### src/rtl/result_argmax.sv
// Serial argmax over a snapshot of N signed class scores.
// One score is examined per cycle; the winner is reported with a one-cycle VALID pulse.
module result_argmax #(
  parameter int N  = 46,
  parameter int W  = 32,
  parameter int IW = 6
) (
  input  logic            CLK,
  input  logic            RESET_X,
  input  logic            START,
  input  logic [N*W-1:0]  SCORES,
  output logic            BUSY,
  output logic            VALID,
  output logic [IW-1:0]   CLASS,
  output logic [W-1:0]    MAX_VAL
);

  typedef enum logic {IDLE, SCAN} state_t;

  state_t              state;
  state_t              state_nxt;
  logic [W-1:0]        snap [N];
  logic [IW-1:0]       idx;
  logic signed [W-1:0] run_max;
  logic [IW-1:0]       run_idx;
  logic signed [W-1:0] cur;
  logic                last;
  logic signed [W-1:0] best_val;
  logic [IW-1:0]       best_idx;

  // Element 0 seeds the running max; later elements must be strictly greater,
  // so ties stay with the lower index.
  always_comb begin
    cur      = snap[idx];
    last     = (idx == IW'(N - 1));
    best_val = run_max;
    best_idx = run_idx;
    if ((idx == '0) || (cur > run_max)) begin
      best_val = cur;
      best_idx = idx;
    end
  end

  always_ff @(posedge CLK or negedge RESET_X) begin
    if (!RESET_X) state <= IDLE;
    else          state <= state_nxt;
  end

  always_comb begin
    state_nxt = state;
    case (state)
      IDLE:    if (START) state_nxt = SCAN;
      SCAN:    if (last)  state_nxt = IDLE;
      default: state_nxt = IDLE;
    endcase
  end

  always_ff @(posedge CLK or negedge RESET_X) begin
    if (!RESET_X) begin
      for (int i = 0; i < N; i++) snap[i] <= '0;
      idx     <= '0;
      run_max <= '0;
      run_idx <= '0;
      VALID   <= 1'b0;
      CLASS   <= '0;
      MAX_VAL <= '0;
    end else begin
      VALID <= 1'b0;
      case (state)
        IDLE: begin
          if (START) begin
            for (int i = 0; i < N; i++) snap[i] <= SCORES[i*W +: W];
            idx <= '0;
          end
        end
        SCAN: begin
          run_max <= best_val;
          run_idx <= best_idx;
          if (last) begin
            CLASS   <= best_idx;
            MAX_VAL <= best_val;
            VALID   <= 1'b1;
            idx     <= '0;
          end else begin
            idx <= idx + 1'b1;
          end
        end
        default: ;
      endcase
    end
  end

  assign BUSY = (state == SCAN);

endmodule

### config.mk
export PLATFORM = sky130hd
export DESIGN_NAME = result_argmax
export DESIGN_NICKNAME = d
export VERILOG_FILES = /design/src/rtl/result_argmax.sv
export SDC_FILE = /design/constraint.sdc
export NUM_CORES = 2
export LEC_CHECK = 0
export ABC_AREA = 1
export ABC_CLOCK_PERIOD_IN_PS = 4200
export CORE_AREA = 10 10 588 590
export DETAILED_ROUTE_END_ITERATION = 7
export DIE_AREA = 0 0 598 600
export MAX_ROUTING_LAYER = met4
export SKIP_LAST_GASP = 1
export SYNTH_ARGS = -nofsm -noshare
export SYNTH_HDL_FRONTEND = slang
export SYNTH_SLANG_ARGS = --single-unit
### constraint.sdc
create_clock -name CLK -period 4.2 [get_ports CLK]
set_clock_uncertainty 0.2 [all_clocks]
set_input_delay 0.84 -clock CLK [delete_from_list [all_inputs] [get_ports CLK]]
set_output_delay 0.84 -clock CLK [all_outputs]
set_load 0.03 [all_outputs]
-- Word level (Yosys, flattened, before mapping)
Index checks and enable logic that the tools add are counted.
- reductions and logical operators: 4
- equality and inequality tests: 2
- bitwise gates (word level): 2
- multiplexer cells: 13
- $lt $le $gt $ge: 2
- add/subtract/negate cells: 1
- operators with widths (kind ; count):
    binary-select mux 32 bit (select 6 bit) ; 1
    two-way mux 32 bit ; 3
    greater-than comparator 32 bit ; 1
    two-way mux 6 bit ; 3
    case mux 6 bit (2 select lines) ; 1
    greater-or-equal comparator 7 bit (second input constant) ; 1
    NOT 6 -> 7 bit ; 1
    adder 6 x 1 -> 6 bit (second input constant) ; 1
    equality test 6 bit (second input constant) ; 1
    logical NOT 6 bit ; 1
    two-way mux 1 bit ; 4
    AND reduction 2 bit ; 2
    inequality test 2 bit (second input constant) ; 1
    case mux 1 bit (2 select lines) ; 1
    logical OR 1 bit ; 1
    NOT 1 bit ; 1
- register bits after elaboration: 1556
- output and inout port bits: 40

-- Logic depth before layout (Yosys ltp)
- word-level depth: 7
- depth in mapped cells: 31
- gate-level depth less buffers: 27

-- Worst setup path after synthesis
Ideal clock, no wire load.
- kind: reg-to-reg
- start: register idx[0]
- end: register run_idx[3]
- data arrival time: 3.173 ns
- period minus slack after synthesis: 3.491 ns
- data required time: 3.882 ns
- buffers on the path: 5
- cell stages (with the launch flop): 27
- setup slack: 0.709 ns
- cell sequence: dfrtp_1 buf_4 buf_6 buf_4 or2_2 o21ai_1 o211ai_1 a21oi_1 nand2_1 a21oi_2 inv_1 ha_1 nand2_1 nor2_1 nand2_1 inv_2 nand2_1 nor2_1 nand2_1 nand4_1 nand3_1 nand2_1 buf_2 buf_4 nand2_1 nand3_1 nand2_1
- longest elaborated chain between the ends: 7
- elaborated cells on any way between the ends: 8
- RTL lines (element ; RTL line ; RTL):
    start: declaration ; 23 ; logic [IW-1:0] idx;
    start signal: assignment ; 85 ; idx <= idx + 1'b1;
    NOT 6 -> 7 bit (not written as such) ; 34 ; cur = snap[idx];
    binary-select mux 32 bit (select 6 bit) ; 34 ;
    two-way mux 32 bit (not written as such) (2 in a row) ; 34 ;
    greater-than comparator 32 bit ; 38 ; if ((idx == '0) || (cur > run_max)) begin
    logical OR 1 bit * ; 38 ;
    two-way mux 6 bit * ; 38 ;
    end signal: assignment ; 78 ; run_idx <= best_idx;
    end: declaration ; 25 ; logic [IW-1:0] run_idx;
Every way passes the cells marked *; elsewhere a longest branch is shown, timed or not. The select of a mux whose other input is x is not followed.
A chain may end at the register's enable or synchronous reset.

-- Worst setup path in the final report
- start: register idx[0]
- end: register MAX_VAL[0]
- longest elaborated chain between the ends: 7
- elaborated cells on any way between the ends: 10
- RTL lines (element ; RTL line ; RTL):
    NOT 6 -> 7 bit (not written as such) ; 34 ;
    binary-select mux 32 bit (select 6 bit) ; 34 ;
    two-way mux 32 bit (not written as such) (2 in a row) ; 34 ;
    greater-than comparator 32 bit ; 38 ;
    logical OR 1 bit ; 38 ;
    two-way mux 32 bit ; 38 ;
    end signal: assignment ; 81 ; MAX_VAL <= best_val;
    end: declaration ; 15 ; output logic [W-1:0] MAX_VAL
Several ways; a longest one is shown, not always the timed one. The select of a mux whose other input is x is not followed.

==> key figures <==
Synth
  • Xor/xnor cell area share of the yosys netlist: 0.0482%
  • Synth cell types: 38
  • Mapped Cells: 6785
  • YS warnings: 0
  • Adder-cell share of the synthesized area: 0.603%
  • Synth top area share: 53.6%
  • Sequential area share after synthesis: 53.6%
  • Mapped Area: 0.0726 mm2
  • Largest area contributor in the netlist: dfrtp_1
  • Top cells by count, synth: dfrtp_1, mux2_2, nor2_1, nand2_1, o21ai_0
  • Synth Area in Simple Gates: between 10% and 20%
  • Ys async rst share: 100%
  • Synth Net Count: between 8000 and 9000
  • Post-synth EDFFs: 0
  • Largest family of logic cells by synthesized area: multiplexers
  • Compound-gate portion of the synthesized area: 9.01%
  • Top-count cell post-synth: dfrtp_1
  • Synth Register Bits: about 1600
  • Top cells by area, synth: dfrtp_1, mux2_2, nor2_1
  • Post-synthesis mux area share: 21.9%
  • Synth Flop Type: dfrtp_1
  • Syn_area_per_cell: 10.7 um2

Clocking
  • Worst skew pair latency: 0.91 ns
  • CTS buffer count: about 190
  • H-tree depth: 4
  • Clock transition at the registers of the reported paths: approximately 0.060 ns
  • Root buf cell: clkbuf_16
  • CTS tree: done
  • Maximum root-to-sink buffer count: 4
  • TritonCTS Sinks: 1556

Global routing
  • Gr ovfl total: 0
  • Number of global-route vias before repair: approximately 63000
  • Largest net degree at the start of global routing: ~120
  • Global-route usage over all layers: 22.9%
  • First-pass GRT wire length: between 500000 and 600000 um
  • Antenna violations before repair: ~300

Hold path
  • Worst Hold Launch: run_max[23]
  • Hold Crit Class: reg -> reg

Floorplanning
  • Die ar.: 0.359 mm2
  • Rows: 212
  • IO Count: 1515
  • Initial core utilization: 21.8%
  • Total core area: 0.333 mm2
  • Die H: 600 um
  • Die Wd: 598 um

Placement
  • IO Port Bufs: 1514
  • HPWL after DPL: 336000 um
  • Final GP Congestion: 0.930
  • Pre-CTS setup slack: -0.735 ns

Run status
  • Status: finished, violations left
  • Failing checks: setup timing

STA
  • Final period util: 108%
  • Final setup margin: -0.329 ns
  • Fin crit period: 4.53 ns
  • Slew margin rel.: 19.2%
  • Min Hold Slack: ~0.28 ns
  • Final Hold Viols: 0
  • Slew Limit Fails: 0
  • Max Freq: between 0.2 and 0.25 GHz
  • Final setup fails: 76
  • RSZ-0062 raised after global routing: true
  • Least-Margin Pin Slew: 1.21 ns

Setup path
  • Crit Path Max Fanout: 7
  • Crit path kind: reg -> reg
  • Crit start category: register
  • Critical path data required time: 4.77 ns
  • Worst Setup End Kind: register
  • Origin of the worst setup path: idx[0]
  • Critical R2R Launch: idx[0]
  • Worst Path Arrival: 5.10 ns

Drt
  • Via density: around 4.6
  • 1st-iter DRT viols: 4852
  • Drt first pass iters: 6
  • Wire per inst: 31.1 um
  • Antenna-violating nets left: 0
  • Drt total wl: between 400000 and 500000 um
  • Via count: 62156
  • DRC Markers: 0

Layout
  • Share of cells above drive strength 1: 31.2%
  • Layout area overhead: 48.3%
  • Net count, final: 10239

Power and ir drop
  • Maximum vdd drop: approximately 0.32 mV
  • P_leak: ~51 nW
  • Pwr dens: about 320 mW/mm2
  • Final Total Pwr: between 30 and 40 mW

Job
  • Maxcap violations: 0
worst paths after layout:
kind / slack (ns) / cells after the start / end
max in group asynchronous: 2.04 / 3 / snap[198]
min in group asynchronous: 0.33 / 2 / snap[45]
setup / recovery: -0.33 / 26 / MAX_VAL[0]
hold reg to reg: 0.28 / 2 / run_max[23]
setup reg to reg: -0.33 / 26 / MAX_VAL[0]
hold / removal: 0.28 / 2 / run_max[23]
metal layers:
layer  part of all wire, %  vias to the layer above  track usage (%)  wire (um)
met1                    41                    31514             27.0     171000
met4                   4.5                        0             9.55      18800
met5                     0                        -                -          0
met2                    47                     2427             36.1     196000
li1                      -                    27631                -          -
met3                   7.8                      584             7.03      32600
registers in the layout, summed over array words and instances (netlist names):
name     flops
CLASS        6
run_idx      6
idx          6
snap      1472
MAX_VAL     32
BUSY         1
run_max     32
VALID        1
cells by family (layout without fill, tap and decap cells):
group,Yosys count,count (layout)
AO/OA/AOI/OAI,1158,1158
XOR/XNOR,4,4
adder cells (fa/ha/maj),35,35
buffers and inverters,662,2764
flip-flops,1556,1556
multiplexers,1411,1411
other,0,212
AND/OR/NAND/NOR,1959,1959
cells in the final DEF (no fill, tap or decap), types with 15 or more instances in the layout:
cell type	instances
a21oi_1	143
buf_12	156
buf_16	18
buf_4	520
buf_6	16
bufinv_16	22
clkbuf_1	34
clkbuf_16	199
clkbuf_8	32
clkdlybuf4s50_1	1513
clkinv_2	41
dfrtp_1	1551
diode_2	212
ha_1	25
inv_1	129
inv_2	34
mux2_2	1411
nand2_1	719
nand2_2	61
nand3_1	171
nand3_2	91
nor2_1	833
nor2_2	16
o211ai_1	191
o21ai_0	605
o21ai_1	52
o221ai_1	15
o22ai_1	90
critical path, stage by stage (launching register included):
cell and delay, ns:
dfrtp_4 0.44, buf_12 0.15, clkinv_16 0.12, buf_16 0.21, buf_16 0.17, buf_12 0.13, o211ai_1 0.32, o211ai_1 0.27
buf_4 0.24, nor2_4 0.15, nand2_2 0.09, nand3_4 0.14, nand2_4 0.07, ha_4 0.28, nand2_2 0.05, nor2_2 0.09
nand4_1 0.14, nor2_1 0.14, nand2_1 0.07, nand4_1 0.10, nand3_2 0.11, buf_6 0.15, nand2_8 0.14, buf_8 0.16
nand2_2 0.08, nand3_2 0.08, nand2_1 0.06
cell type report:
class	count	area (um2)
fill	33998	225000
sequential	1556	39000
multi-input combinational	4567	32000
timing repair buffer	2245	23400
tap	4387	5490
clock buffer	257	5350
clock inverter	94	1260
inverter	167	671
antenna	212	531
timing repair inverter	1	11.3
report_power, final:
| group | total [mW] | leakage [nW] | switching [mW] | internal (mW) |
|---|---|---|---|---|
| logic | 1.96 | 26.8 | 0.703 | 1.25 |
| clock network | 17.7 | 3.25 | 7.37 | 10.4 |
| registers | 15.0 | 21.4 | 0 | 15.0 |
| total | 34.7 | 51.5 | 8.07 | 26.6 |
stage by stage:
stage / std cells / setup TNS (ns) / cell area (um2) / util, %
after CTS: 13264 / -16.58 / 106000 / 32.0
after floorplan: 6785 / 0 / 72600 / -
after global routing: 13473 / -33.63 / 108000 / 32.3
after detailed placement: 12866 / -52.50 / 98000 / 29.4
after global placement: 12866 / -51.21 / 98000 / 29.4
final: 13486 / -21.31 / 108000 / 32.3
repair_timing:
action	4_1_cts	5_1_grt
hold buffers	1	0
setup endpoints to repair	76	76
setup buffers	36	6
hold endpoints to repair	56	0
pin swaps	119	109
gates cloned	16	6
resized for setup	243	152
No activity file was read; power rests on OpenSTA's default activity.
